==> config.mk <==
export PLATFORM = sky130hd
export DESIGN_NAME = game_stats_tracker
export DESIGN_NICKNAME = d
export VERILOG_FILES = /design/src/rtl/game_stats_tracker.sv
export SDC_FILE = /design/constraint.sdc
export NUM_CORES = 1
export LEC_CHECK = 0
export ABC_CLOCK_PERIOD_IN_PS = 2200
export CAP_MARGIN = 20
export CORE_AREA = 2 2 94 96
export CTS_BUF_LIST = sky130_fd_sc_hd__clkbuf_2
export CTS_CLUSTER_DIAMETER = 60
export DETAILED_ROUTE_END_ITERATION = 8
export DIE_AREA = 0 0 96 98
export DONT_BUFFER_PORTS = 1
export PLACE_DENSITY_LB_ADDON = 0.1
export RECOVER_POWER = 50
export SKIP_LAST_GASP = 1
export SLEW_MARGIN = 10
export SYNTH_ARGS = -nofsm -noshare
export SYNTH_HDL_FRONTEND = slang
export SYNTH_SLANG_ARGS = --single-unit
==> constraint.sdc <==
create_clock -name pclk -period 2.2 [get_ports pclk]
set_input_delay 0.55 -clock pclk [delete_from_list [all_inputs] [get_ports pclk]]
set_output_delay 0.55 -clock pclk [all_outputs]
set_load 0.05 [all_outputs]
==> src/rtl/game_stats_tracker.sv <==
// Game statistics for the end-game screen: centisecond stopwatch, pair counter
// and the win/timeout decision, all in the pixel clock domain.
module game_stats_tracker #(
    parameter int CLK_FREQ_HZ = 65_000_000,
    parameter int PAIRS_TOTAL = 8,
    parameter int MAX_SECONDS = 63
) (
    input  logic        pclk,
    input  logic        rst,
    input  logic        start,
    input  logic        pair_found,
    output logic [12:0] game_time,
    output logic [7:0]  discovered_pairs_ctr,
    output logic        game_over_en,
    output logic        game_won,
    output logic        running
);
    localparam int TICK_DIV = CLK_FREQ_HZ / 100;
    localparam int PW       = $clog2(TICK_DIV);

    localparam logic [PW-1:0] PRE_LAST   = PW'(TICK_DIV - 1);
    localparam logic [7:0]    PAIRS_LAST = 8'(PAIRS_TOTAL - 1);
    localparam logic [5:0]    SEC_MAX    = 6'(MAX_SECONDS);
    localparam logic [6:0]    HUND_MAX   = 7'd99;

    if (TICK_DIV < 2) begin : g_bad_div
        $error("game_stats_tracker: CLK_FREQ_HZ/100 must be at least 2");
    end
    if (PAIRS_TOTAL < 1 || PAIRS_TOTAL > 99) begin : g_bad_pairs
        $error("game_stats_tracker: PAIRS_TOTAL out of 1..99");
    end
    if (MAX_SECONDS < 0 || MAX_SECONDS > 63) begin : g_bad_secs
        $error("game_stats_tracker: MAX_SECONDS out of 0..63");
    end

    typedef enum logic [1:0] {IDLE, RUNNING, OVER} state_t;

    state_t        state;
    logic [PW-1:0] prescaler;
    logic [5:0]    seconds;
    logic [6:0]    hundredths;

    logic tick, at_limit, last_pair;

    assign tick      = (prescaler == PRE_LAST);
    assign at_limit  = (seconds == SEC_MAX) && (hundredths == HUND_MAX);
    assign last_pair = pair_found && (discovered_pairs_ctr == PAIRS_LAST);
    assign game_time = {seconds, hundredths};

    always_ff @(posedge pclk) begin
        if (rst) begin
            state                <= IDLE;
            prescaler            <= '0;
            seconds              <= '0;
            hundredths           <= '0;
            discovered_pairs_ctr <= '0;
            game_over_en         <= 1'b0;
            game_won             <= 1'b0;
            running              <= 1'b0;
        end else begin
            case (state)
                IDLE, OVER: begin
                    if (start) begin
                        state                <= RUNNING;
                        prescaler            <= '0;
                        seconds              <= '0;
                        hundredths           <= '0;
                        discovered_pairs_ctr <= '0;
                        game_over_en         <= 1'b0;
                        game_won             <= 1'b0;
                        running              <= 1'b1;
                    end
                end
                RUNNING: begin
                    // The final pair wins outright; a coincident tick (even the timeout one) is dropped.
                    if (last_pair) begin
                        state                <= OVER;
                        discovered_pairs_ctr <= discovered_pairs_ctr + 8'd1;
                        game_over_en         <= 1'b1;
                        game_won             <= 1'b1;
                        running              <= 1'b0;
                    end else begin
                        if (pair_found)
                            discovered_pairs_ctr <= discovered_pairs_ctr + 8'd1;
                        if (tick) begin
                            prescaler <= '0;
                            if (at_limit) begin
                                state        <= OVER;
                                game_over_en <= 1'b1;
                                running      <= 1'b0;
                            end else if (hundredths == HUND_MAX) begin
                                hundredths <= '0;
                                seconds    <= seconds + 6'd1;
                            end else begin
                                hundredths <= hundredths + 7'd1;
                            end
                        end else begin
                            prescaler <= prescaler + 1'b1;
                        end
                    end
                end
                default: state <= IDLE;
            endcase
        end
    end
endmodule

== After elaboration in Yosys (flattened, before gate mapping) ==
Index checks and enable logic that the tools add are counted.
Operators by class
  muxes and demuxes: 37
  div/mod/pow operators: 0
  reductions and logical operators: 12
  add/sub/neg operators: 4
  bitwise gates (word level): 0
  order comparisons: 0
  equal/unequal tests: 15
  shift operators: 0
  multipliers: 0
Operators by type and width (count)
  $mux W20: 3
  $pmux W20 S2: 1
  $mux W7: 5
  $mux W6: 5
  $mux W8: 3
  $add A20 B1 Y20 const B: 1
  $eq A20 B20 Y1 const B: 1
  $pmux W8 S2: 1
  $pmux W7 S2: 1
  $ne A2 B2 Y1 const B: 6
  $pmux W6 S2: 1
  $reduce_and A3 Y1: 4
  $mux W1: 9
  $ne A3 B3 Y1 const B: 3
  $add A8 B1 Y8 const B: 1
  $eq A8 B3 Y1 const B: 1
  $mux W2: 4
  $add A7 B1 Y7 const B: 1
  $eq A7 B7 Y1 const B: 1
  $add A6 B1 Y6 const B: 1
  $eq A6 B6 Y1 const B: 1
  $pmux W1 S2: 3
  $reduce_and A6 Y1: 1
  $reduce_and A5 Y1: 1
  8 further kinds: 9
Storage, ports and cells
  bits in latches: 0
  register bits: 46
  memories kept: 0
  logic and storage cells: 76
  output and inout bits: 24
  memory bits (writable): 0
  bits in read-only memories: 0

== Depth between registers and ports, before layout ==
Gate-level depths: netlist of run 1.
  depth in word-level cells: 6
  mapped depth: 8
  gate-level depth less buffers: 6

== Worst setup path after synthesis of run 1 ==
Ideal clock, no wire load.
  path type: flip-flop to flip-flop
  start: register seconds[0]
  end: register hundredths[1]
  arrival time: 1.946 ns
  required time: 2.082 ns
  clock period less this slack: 2.064 ns
  slack: 0.136 ns
  cell stages (with the launch flop): 7
  buffers on the path: 0
  path through: dfxtp_1 ha_1 and3_1 nand3_1 or3_1 and3_1 mux2i_1
On the way
  word-level cells in the longest chain between the ends: 4
RTL lines
  start, declared: RTL line 40  | logic [5:0] seconds;
  start signal, assigned: RTL line 93  | seconds <= seconds + 6'd1;
  $eq A6 B6 Y1: RTL line 46  | assign at_limit = (seconds == SEC_MAX) && (hundredths == HUND_MAX);
  $logic_and A1 B1 Y1: RTL line 46
  $ne A2 B2 Y1 (no source line)
  $reduce_and A5 Y1 (no source line)
  end signal, assigned: RTL line 95  | hundredths <= hundredths + 7'd1;
  end, declared: RTL line 41  | logic [6:0] hundredths;
Every way passes these cells.
A chain may end at the register's enable or synchronous reset.

== Worst setup path in the final report of run 1 ==
  start: register prescaler[0]
  end: register hundredths[5]
On the way
  word-level cells in the longest chain between the ends: 3
RTL lines
  start, declared: RTL line 39  | logic [PW-1:0] prescaler;
  start signal, assigned: RTL line 98  | prescaler <= prescaler + 1'b1;
  $eq A20 B20 Y1: RTL line 45  | assign tick = (prescaler == PRE_LAST);
  $ne A2 B2 Y1 (no source line)
  $reduce_and A5 Y1 (no source line)
Every way passes these cells.

==> results of run 1 <==
per-stage QoR:
stage | utilization [%] | cell area [µm²]
2_1_floorplan | - | 2460
3_3_place_gp | 33.0 | 2790
3_5_place_dp | 33.0 | 2790
4_1_cts | 33.8 | 2860
5_1_grt | 33.2 | 2810
6_report | 33.2 | 2810
where the power goes:
group          switching, mW  internal [mW]  total, mW
Sequential            0.0128          0.844      0.857
Combinational         0.0893         0.0497      0.139
Clock                  0.310          0.190      0.501
Total                  0.413           1.08       1.50
layout make-up:
cell class              count  share of cell area, %
well taps                 108                   4.81
inverters                  10                   1.34
flip-flops and latches     46                   32.8
multi-input cells         207                   51.5
repair buffers             34                   7.12
clock buffers               5                  0.890
clock inverters             3                   1.60
kinds of logic (layout without fill, tap and decap cells):
| kind of cell | count (synthesis) | after routing | share of synthesized area [%] |
|---|---|---|---|
| AND/OR/NAND/NOR | 119 | 119 | 28.2 |
| flip-flops | 46 | 46 | 37.4 |
| multiplexers | 3 | 3 | 1.27 |
| buffers and inverters | 21 | 52 | 4.42 |
| adder cells (fa/ha/maj) | 4 | 4 | 2.03 |
| XOR/XNOR | 19 | 19 | 6.76 |
| AO/OA/AOI/OAI | 62 | 62 | 20.0 |
worst max-delay path by stage:
stage                       startpoint       endpoint  slack, ns
2_1_floorplan               seconds[0]  hundredths[1]       0.14
3_3_place_gp              prescaler[0]  hundredths[6]       0.18
3_5_place_dp              prescaler[0]  hundredths[3]       0.17
4_1_cts        discovered_pairs_ctr[4]  prescaler[13]       0.12
5_1_grt                   prescaler[5]  prescaler[18]       0.02
6_report                  prescaler[0]  hundredths[5]       0.15
registers in the layout (all words and copies together) (netlist names):
register	flops
game_won	1
hundredths	7
prescaler	20
discovered_pairs_ctr	8
seconds	6
running	1
state	2
game_over_en	1
per-layer routing:
layer | wire, µm | GRT usage (%) | vias up
met5 | 0 | 0 | -
met2 | 3050 | 23.7 | 27
met1 | 3080 | 19.2 | 1014
li1 | - | - | 1085
met3 | 245 | 3.24 | 4
met4 | 54 | 3.74 | 0
layout by cell type (no fill, tap or decap), types with 4 or more instances in the layout:
master	n
nand2_1	17
xor2_1	10
a21oi_1	7
o21ai_0	4
a31oi_1	4
nand3_1	12
a21oi_2	5
ha_1	4
o31ai_1	4
o21ai_1	6
nand4_1	13
nor2_1	29
and4_1	4
inv_1	10
xnor2_1	9
dfxtp_1	46
buf_4	11
clkbuf_2	17
and3_1	8
clkbuf_1	10
a2111oi_0	4
and2_1	6
==> impl_metrics.yaml, run 1 <==
finish:
  antenna_cells: 0
  n_fill_cell: 936
  nets: 312
  area_growth_syn_to_layout_pct: 14.1
  layout.area.seq_um2: 921
  drive_gt1_share_pct: 16.7
  multi_input_area_um2: 1450
  fin_cells: 413
worst_hold_path:
  hp-class: "in -> reg"
  hold_end: "discovered_pairs_ctr[1]"
  min_delay_path_depth: 1
  holdCritStartpoint: "rst"
floorplanning:
  core_um2: 8470
  die_area_um2: 9410
  die_h_um: 98
  die_x_um: 96
  pin_count: 28
  initial_utilization_pct: 29.1
  row_count: 34
critical_path:
  cp_top_family: "simple AND/OR/NAND/NOR gates"
  rr_worst_depth: 6
  cp.arrival_ns: 2.39
  worstPathMaxFanout: 5
  r2r_slack_ns: 0.15
  cp-start-kind: "register"
  cp_num_buf_inv: 0
  cp-end-kind: "register"
  max_stage_delay_ns: 0.49
  path_class: "reg -> reg"
  path_depth: 6
  slowest_stage: "o41ai_4"
  path_cells: "ha_1 > and4_1 > nand4_1 > or2_1 > o41ai_4 > a31oi_1"
  regToRegStartpoint: "prescaler[0]"
  r2r_end: "hundredths[5]"
  required_ns: 2.54
timing:
  holdWs_ns: 0.108
  postLayoutSetupSlackWorst_ns: 0.150
  skew_ns: 0.0313
  fmax_ghz: 0.488
  maxSlewViolCount: 0
  worst_pin_slew_ns: 0.730
  hold_viol: 0
  rsz0062_at_grt: "no"
  setup_viol: 0
  relSlewSlack_pct: 51.3
  min_period_ns: 2.05
  setup_tns_ns: 0
  min_period_over_period_pct: 93.2
global_route:
  grt_pass1_wl_um: 10900
  antenna_found_initial: 0
  grt_max_degree: 21
  grt-ovfl-total: 0
  track_usage_pct: 14.5
  grt_pass1_vias: 2190
synth:
  synthCells: 274
  netlist.area_leader.share_pct: 37.4
  avgSynthCellArea_um2: 8.99
  synthTopCellsByCount: "dfxtp_1, nor2_1, nand2_1, nand4_1, nand3_1"
  netlist_area_um2: 2460
  async_flop_share_pct: 0
  yosysMostFrequentCell: "dfxtp_1"
  yosys.area.top_type: "dfxtp_1"
  ys_types: 61
  syn-num-nets: 282
  ys_ff_latch: 46
  yosysWarnings: 0
  yosys-top-cells-area: "dfxtp_1, nor2_1, xor2_1, nand4_1, xnor2_1"
  synth_edf_count: 0
  synth.yosys.seq_area_share_pct: 37.4
  synthFlopType: "dfxtp_1"
power_and_ir_drop:
  finalPower_mw: 1.50
  power_leakage_nw: 0.918
  p_per_area_nw_per_um2: 533
  ir_worst_vdd_uv: 223
detailed_routing:
  viasPerCell: 5.16
  drt_iter0_markers: 60
  drc_errors: 0
  wl_um: 6430
  dr.pass1.iters: 4
  drtAntennaViolNets: 0
  vias: 2130
  wire_per_inst_um: 15.6
clock_tree:
  cts_tree: "built"
  clk_latency_ns: 0.45
  hold_buffers: 0
  htreeDepth: 2
  clock_path_buffers: 2
  cts-root-buf: "clkbuf_2"
  cts.sinks: 46
  ctsResizeCount: 0
  cts_setup_buffers: 0
  cts.clk_slew.worst_paths_ns: 0.28
  cts_buffers: 5
placed_design:
  dp_cells: 405
  dp_hpwl_um: 4880
  place_congestion: 0.781
  pre_cts_ws_ns: 0.171
  place.port_buffers: 0
status:
  status: "finished, final reports clean"
run:
  cap_violations: 0
No activity file was read; power rests on OpenSTA's default activity.
==> run 2: changes to the inputs <==
Settings changed: ABC_AREA set to 1, CORE_AREA 2 2 94 96 to 2 2 97 99, DIE_AREA 0 0 96 98 to 0 0 99 101.
==> run 2 against run 1 <==
Register-to-register slack better by 0.12 ns. Non-clock buffer count is 8 lower. Largest power group unchanged. Flip-flop and latch count did not move. Synthesized area is 6.7% higher.
==> impl_metrics.yaml, run 2 <==
global_route:
  grt_pass1_vias: 2449
  track_usage_pct: 14.0
  grt_max_degree: 17
  grt-ovfl-total: 0
  antenna_found_initial: 0
  grt_pass1_wl_um: 11400
finish:
  largest_register_ffs: 20
  drive_gt1_share_pct: 9.95
  area_growth_syn_to_layout_pct: 10.4
  multi_input_area_um2: 1430
  finish.utilization_pct: 32.3
  largestRegisters: "prescaler: 20 flops, discovered_pairs_ctr: 8 flops, hundredths: 7 flops"
  mostFrequentLayoutCell: "nand2_1"
  nets: 439
  antenna_cells: 0
  n_fill_cell: 983
  layout_common_cells: "nand2_1, nor2_1, inv_1"
  top_register: "prescaler"
  layout.area.seq_um2: 921
  design_area_um2: 2900
clock_tree:
  cts.clk_slew.worst_paths_ns: 0.29
  cts_tree: "built"
  cts_setup_buffers: 0
  cts-root-buf: "clkbuf_2"
  hold_buffers: 0
  cts.sinks: 46
  clock_path_buffers: 2
  cts_buffers: 5
  clk_latency_ns: 0.46
  ctsResizeCount: 0
  htreeDepth: 2
floorplanning:
  pin_count: 28
  initial_utilization_pct: 29.3
  core_um2: 8980
  die_h_um: 101
  row_count: 35
  die_area_um2: 10000
  die_x_um: 99
critical_path:
  worstPathMaxFanout: 4
  cp-start-kind: "register"
  slowest_stage: "clkbuf_1"
  rr_worst_depth: 7
  max_stage_delay_ns: 0.55
  required_ns: 1.65
  path_depth: 1
  cp.arrival_ns: 1.41
  path_class: "reg -> out"
  r2r_end: "seconds[4]"
  cp-end-kind: "primary output"
  regToRegStartpoint: "seconds[3]"
  cp_top_family: "buffers and inverters"
  r2r_slack_ns: 0.27
  path_cells: "clkbuf_1"
  cp_num_buf_inv: 1
synth:
  synth.yosys.seq_area_share_pct: 35.1
  yosysMostFrequentCell: "nand2_1"
  synthFlopType: "dfxtp_1"
  avgSynthCellArea_um2: 6.48
  yosys-top-cells-area: "dfxtp_1, nand2_1, nor2_1, inv_1, nand3_1"
  ys_ff_latch: 46
  synthTopCellsByCount: "nand2_1, nor2_1, inv_1, dfxtp_1, nand3_1"
  synth_edf_count: 0
  ys_types: 30
  synthCells: 405
  yosys.area.top_type: "dfxtp_1"
  yosysWarnings: 0
  syn-num-nets: 413
  netlist.area_leader.share_pct: 35.1
  async_flop_share_pct: 0
  netlist_area_um2: 2630
detailed_routing:
  drtAntennaViolNets: 0
  wire_per_inst_um: 12.4
  drc_errors: 0
  vias: 2514
  drt_iter0_markers: 65
  viasPerCell: 4.63
  wl_um: 6720
  dr.pass1.iters: 5
timing:
  min_period_over_period_pct: 89.3
  worst_pin_slew_ns: 0.738
  maxSlewViolCount: 0
  fmax_ghz: 0.509
  hold_viol: 0
  setup_viol: 0
  setup_tns_ns: 0
  min_period_ns: 1.96
  holdWs_ns: 0.101
  rsz0062_at_grt: "no"
  relSlewSlack_pct: 50.8
  skew_ns: 0.0370
worst_hold_path:
  holdCritStartpoint: "rst"
  hp-class: "in -> reg"
  hold_end: "state[0]"
  min_delay_path_depth: 1
placed_design:
  place.port_buffers: 0
  place_congestion: 0.837
  dp_hpwl_um: 5080
  place_area_um2: 2890
power_and_ir_drop:
  p_per_area_nw_per_um2: 603
  finalPower_mw: 1.75
  power_leakage_nw: 1.20
  ir_worst_vdd_uv: 207
run:
  cap_violations: 0
status:
  status: "finished, final reports clean"
-- run 2: cell count changes in the layout (fill, tap and decap cells not counted), sizes merged, moves of 8 or more --
cell and change:
a21oi +12, and3 -8, inv +44, nand2 +94, nand3 +19, nor2 +38
nor3 +13, xnor2 -8
-- run 2: cell families (layout without fill, tap and decap cells) --
| logic type | count (synthesis) | in the layout | share of synthesized area, % |
|---|---|---|---|
| compound gates | 36 | 36 | 7.34 |
| flops | 46 | 46 | 35.1 |
| simple gates | 246 | 246 | 41.4 |
| buf+inv | 62 | 89 | 10.7 |
| xor+xnor | 11 | 11 | 3.67 |
| fa+ha+maj | 4 | 4 | 1.91 |
-- run 2: cell type report --
class / instances / area share [%]
multi-input cells: 297 / 49.2
flip-flops and latches: 46 / 31.8
inverters: 55 / 7.21
well taps: 111 / 4.79
repair buffers: 26 / 4.66
clock inverters: 3 / 1.55
clock buffers: 5 / 0.863
-- run 2: how the worst max path moves through the flow --
stage / to / slack [ns] / start
after global routing: prescaler[16] / 0.08 / discovered_pairs_ctr[1]
after CTS: prescaler[17] / 0.27 / discovered_pairs_ctr[0]
final: discovered_pairs_ctr[2] / 0.24 / discovered_pairs_ctr[2]
after floorplan: prescaler[12] / 0.27 / discovered_pairs_ctr[0]
after global placement: prescaler[2] / 0.41 / prescaler[0]
after detailed placement: prescaler[17] / 0.34 / discovered_pairs_ctr[0]
-- run 2: per-layer routing --
layer / track usage (%) / part of all wire (%) / wire (µm) / vias to the layer above
met5: 0 / 0 / 0 / -
met4: 3.79 / 0.97 / 65 / 0
met3: 2.98 / 3.5 / 236 / 7
met2: 23.9 / 47 / 3140 / 32
met1: 17.9 / 49 / 3280 / 1131
li1: - / - / - / 1344
-- run 2: where the power goes --
part           internal [mW]  switching (mW)
Clock                  0.190           0.314
Combinational         0.0869           0.256
Sequential             0.868          0.0327
-- run 2: through the flow --
stage / instances / setup WS (ns)
floorplan: 405 / 0.265
CTS: 543 / 0.267
global placement: 535 / 0.410
finish: 543 / 0.236
detailed placement: 535 / 0.342
global route: 543 / 0.0832
==> run 3: changes to the inputs <==
Settings changed: PLACE_DENSITY set to 0.51, PLACE_DENSITY_LB_ADDON 0.1 to not set.
==> run 3 against run 2 <==
Largest power group unchanged. Non-clock buffer count is the same. Register-to-register slack got worse by 0.05 ns. Design area shrank 0.86%. Critical path type is now reg -> reg. Critical endpoint is now prescaler[8]. Maximum frequency down 0.91%. First-iteration DRC count increased by 69%.
==> impl_metrics.yaml, run 3 (synthesis gave the netlist of run 2 again) <==
finish:
  area_growth_syn_to_layout_pct: 9.43
  drive_gt1_share_pct: 8.56
  largest_register_ffs: 20
  mostFrequentLayoutCell: "nand2_1"
  fin_cells: 543
  layout_common_cells: "nand2_1, nor2_1, inv_1"
  largestRegisters: "prescaler: 20 flops, discovered_pairs_ctr: 8 flops, hundredths: 7 flops"
  nets: 439
  finish.utilization_pct: 32.0
  design_area_um2: 2870
  antenna_cells: 0
  top_register: "prescaler"
global_route:
  grt_pass1_wl_um: 10700
  grt-ovfl-total: 0
  grt_pass1_vias: 2413
  track_usage_pct: 13.0
  grt_max_degree: 17
  antenna_found_initial: 0
placed_design:
  dp_hpwl_um: 4850
  pre_cts_ws_ns: 0.270
  place_area_um2: 2890
  place_congestion: 0.814
  dp_cells: 535
  place.port_buffers: 0
clock_tree:
  cts_setup_buffers: 0
  cts_buffers: 5
  cts_tree: "built"
  hold_buffers: 0
  ctsResizeCount: 0
  htreeDepth: 2
  cts-root-buf: "clkbuf_2"
  cts.sinks: 46
  cts.clk_slew.worst_paths_ns: 0.26
  clk_latency_ns: 0.43
  clock_path_buffers: 2
floorplanning:
  core_um2: 8980
  die_area_um2: 10000
  die_x_um: 99
  pin_count: 28
  initial_utilization_pct: 29.3
  row_count: 35
  die_h_um: 101
worst_hold_path:
  hp-class: "in -> reg"
  min_delay_path_depth: 1
detailed_routing:
  drt_iter0_markers: 110
  drtAntennaViolNets: 0
  wire_per_inst_um: 11.5
  wl_um: 6250
  dr.pass1.iters: 4
  drc_errors: 0
  vias: 2524
  viasPerCell: 4.65
critical_path:
  path_depth: 10
  cp-start-kind: "register"
  rr_worst_depth: 10
  cp-end-kind: "register"
  cp_num_buf_inv: 1
  slowest_stage: "dfxtp_1"
  worstPathMaxFanout: 16
  r2r_slack_ns: 0.22
  max_stage_delay_ns: 0.44
  required_ns: 2.55
  path_cells: "ha_1 > nand3_1 > nor2_1 > nand3_1 > nand2_2 > nand2_1 > nand2_2 > inv_2 > nand2_1 > nor2_1"
  cp_top_family: "simple AND/OR/NAND/NOR gates"
  path_class: "reg -> reg"
  cp.arrival_ns: 2.33
timing:
  postLayoutSetupSlackWorst_ns: 0.218
  min_period_over_period_pct: 90.1
  maxSlewViolCount: 0
  fmax_ghz: 0.505
  skew_ns: 0.0376
  setup_viol: 0
  setup_tns_ns: 0
  min_period_ns: 1.98
  rsz0062_at_grt: "no"
  holdWs_ns: 0.137
  hold_viol: 0
  relSlewSlack_pct: 50.5
  worst_pin_slew_ns: 0.742
power_and_ir_drop:
  p_per_area_nw_per_um2: 596
  power_leakage_nw: 1.19
  ir_worst_vdd_uv: 282
  finalPower_mw: 1.71
run:
  cap_violations: 0
status:
  status: "finished, final reports clean"
-- run 3: power by group --
part / switching [mW] / internal [mW]
logic: 0.253 / 0.0843
clock network: 0.280 / 0.196
registers: 0.0316 / 0.867
total: 0.564 / 1.15
-- run 3: path summary, 6_finish.rpt --
check                                   from                 endpoint
worst max-delay path            prescaler[0]             prescaler[8]
worst min-delay path                     rst  discovered_pairs_ctr[7]
worst max register to register  prescaler[0]             prescaler[8]
worst min register to register      state[1]                 state[1]
-- run 3: layer usage --
layer  global-route usage, %  vias to the layer above  wire length, µm
met1                    16.0                     1135             2970
met3                    3.05                        8              238
met5                       0                        -                0
met2                    22.7                       36             2930
met4                    3.90                        0               97
li1                        -                     1345                -
-- run 3: area by class of cell --
type	count	area, µm²
clock buffer	6	30.0
clock inverter	2	37.5
fill	1003	6100
inverter	55	209
multi-input combinational	297	1410
sequential	46	921
tap	111	139
timing repair buffer	26	125
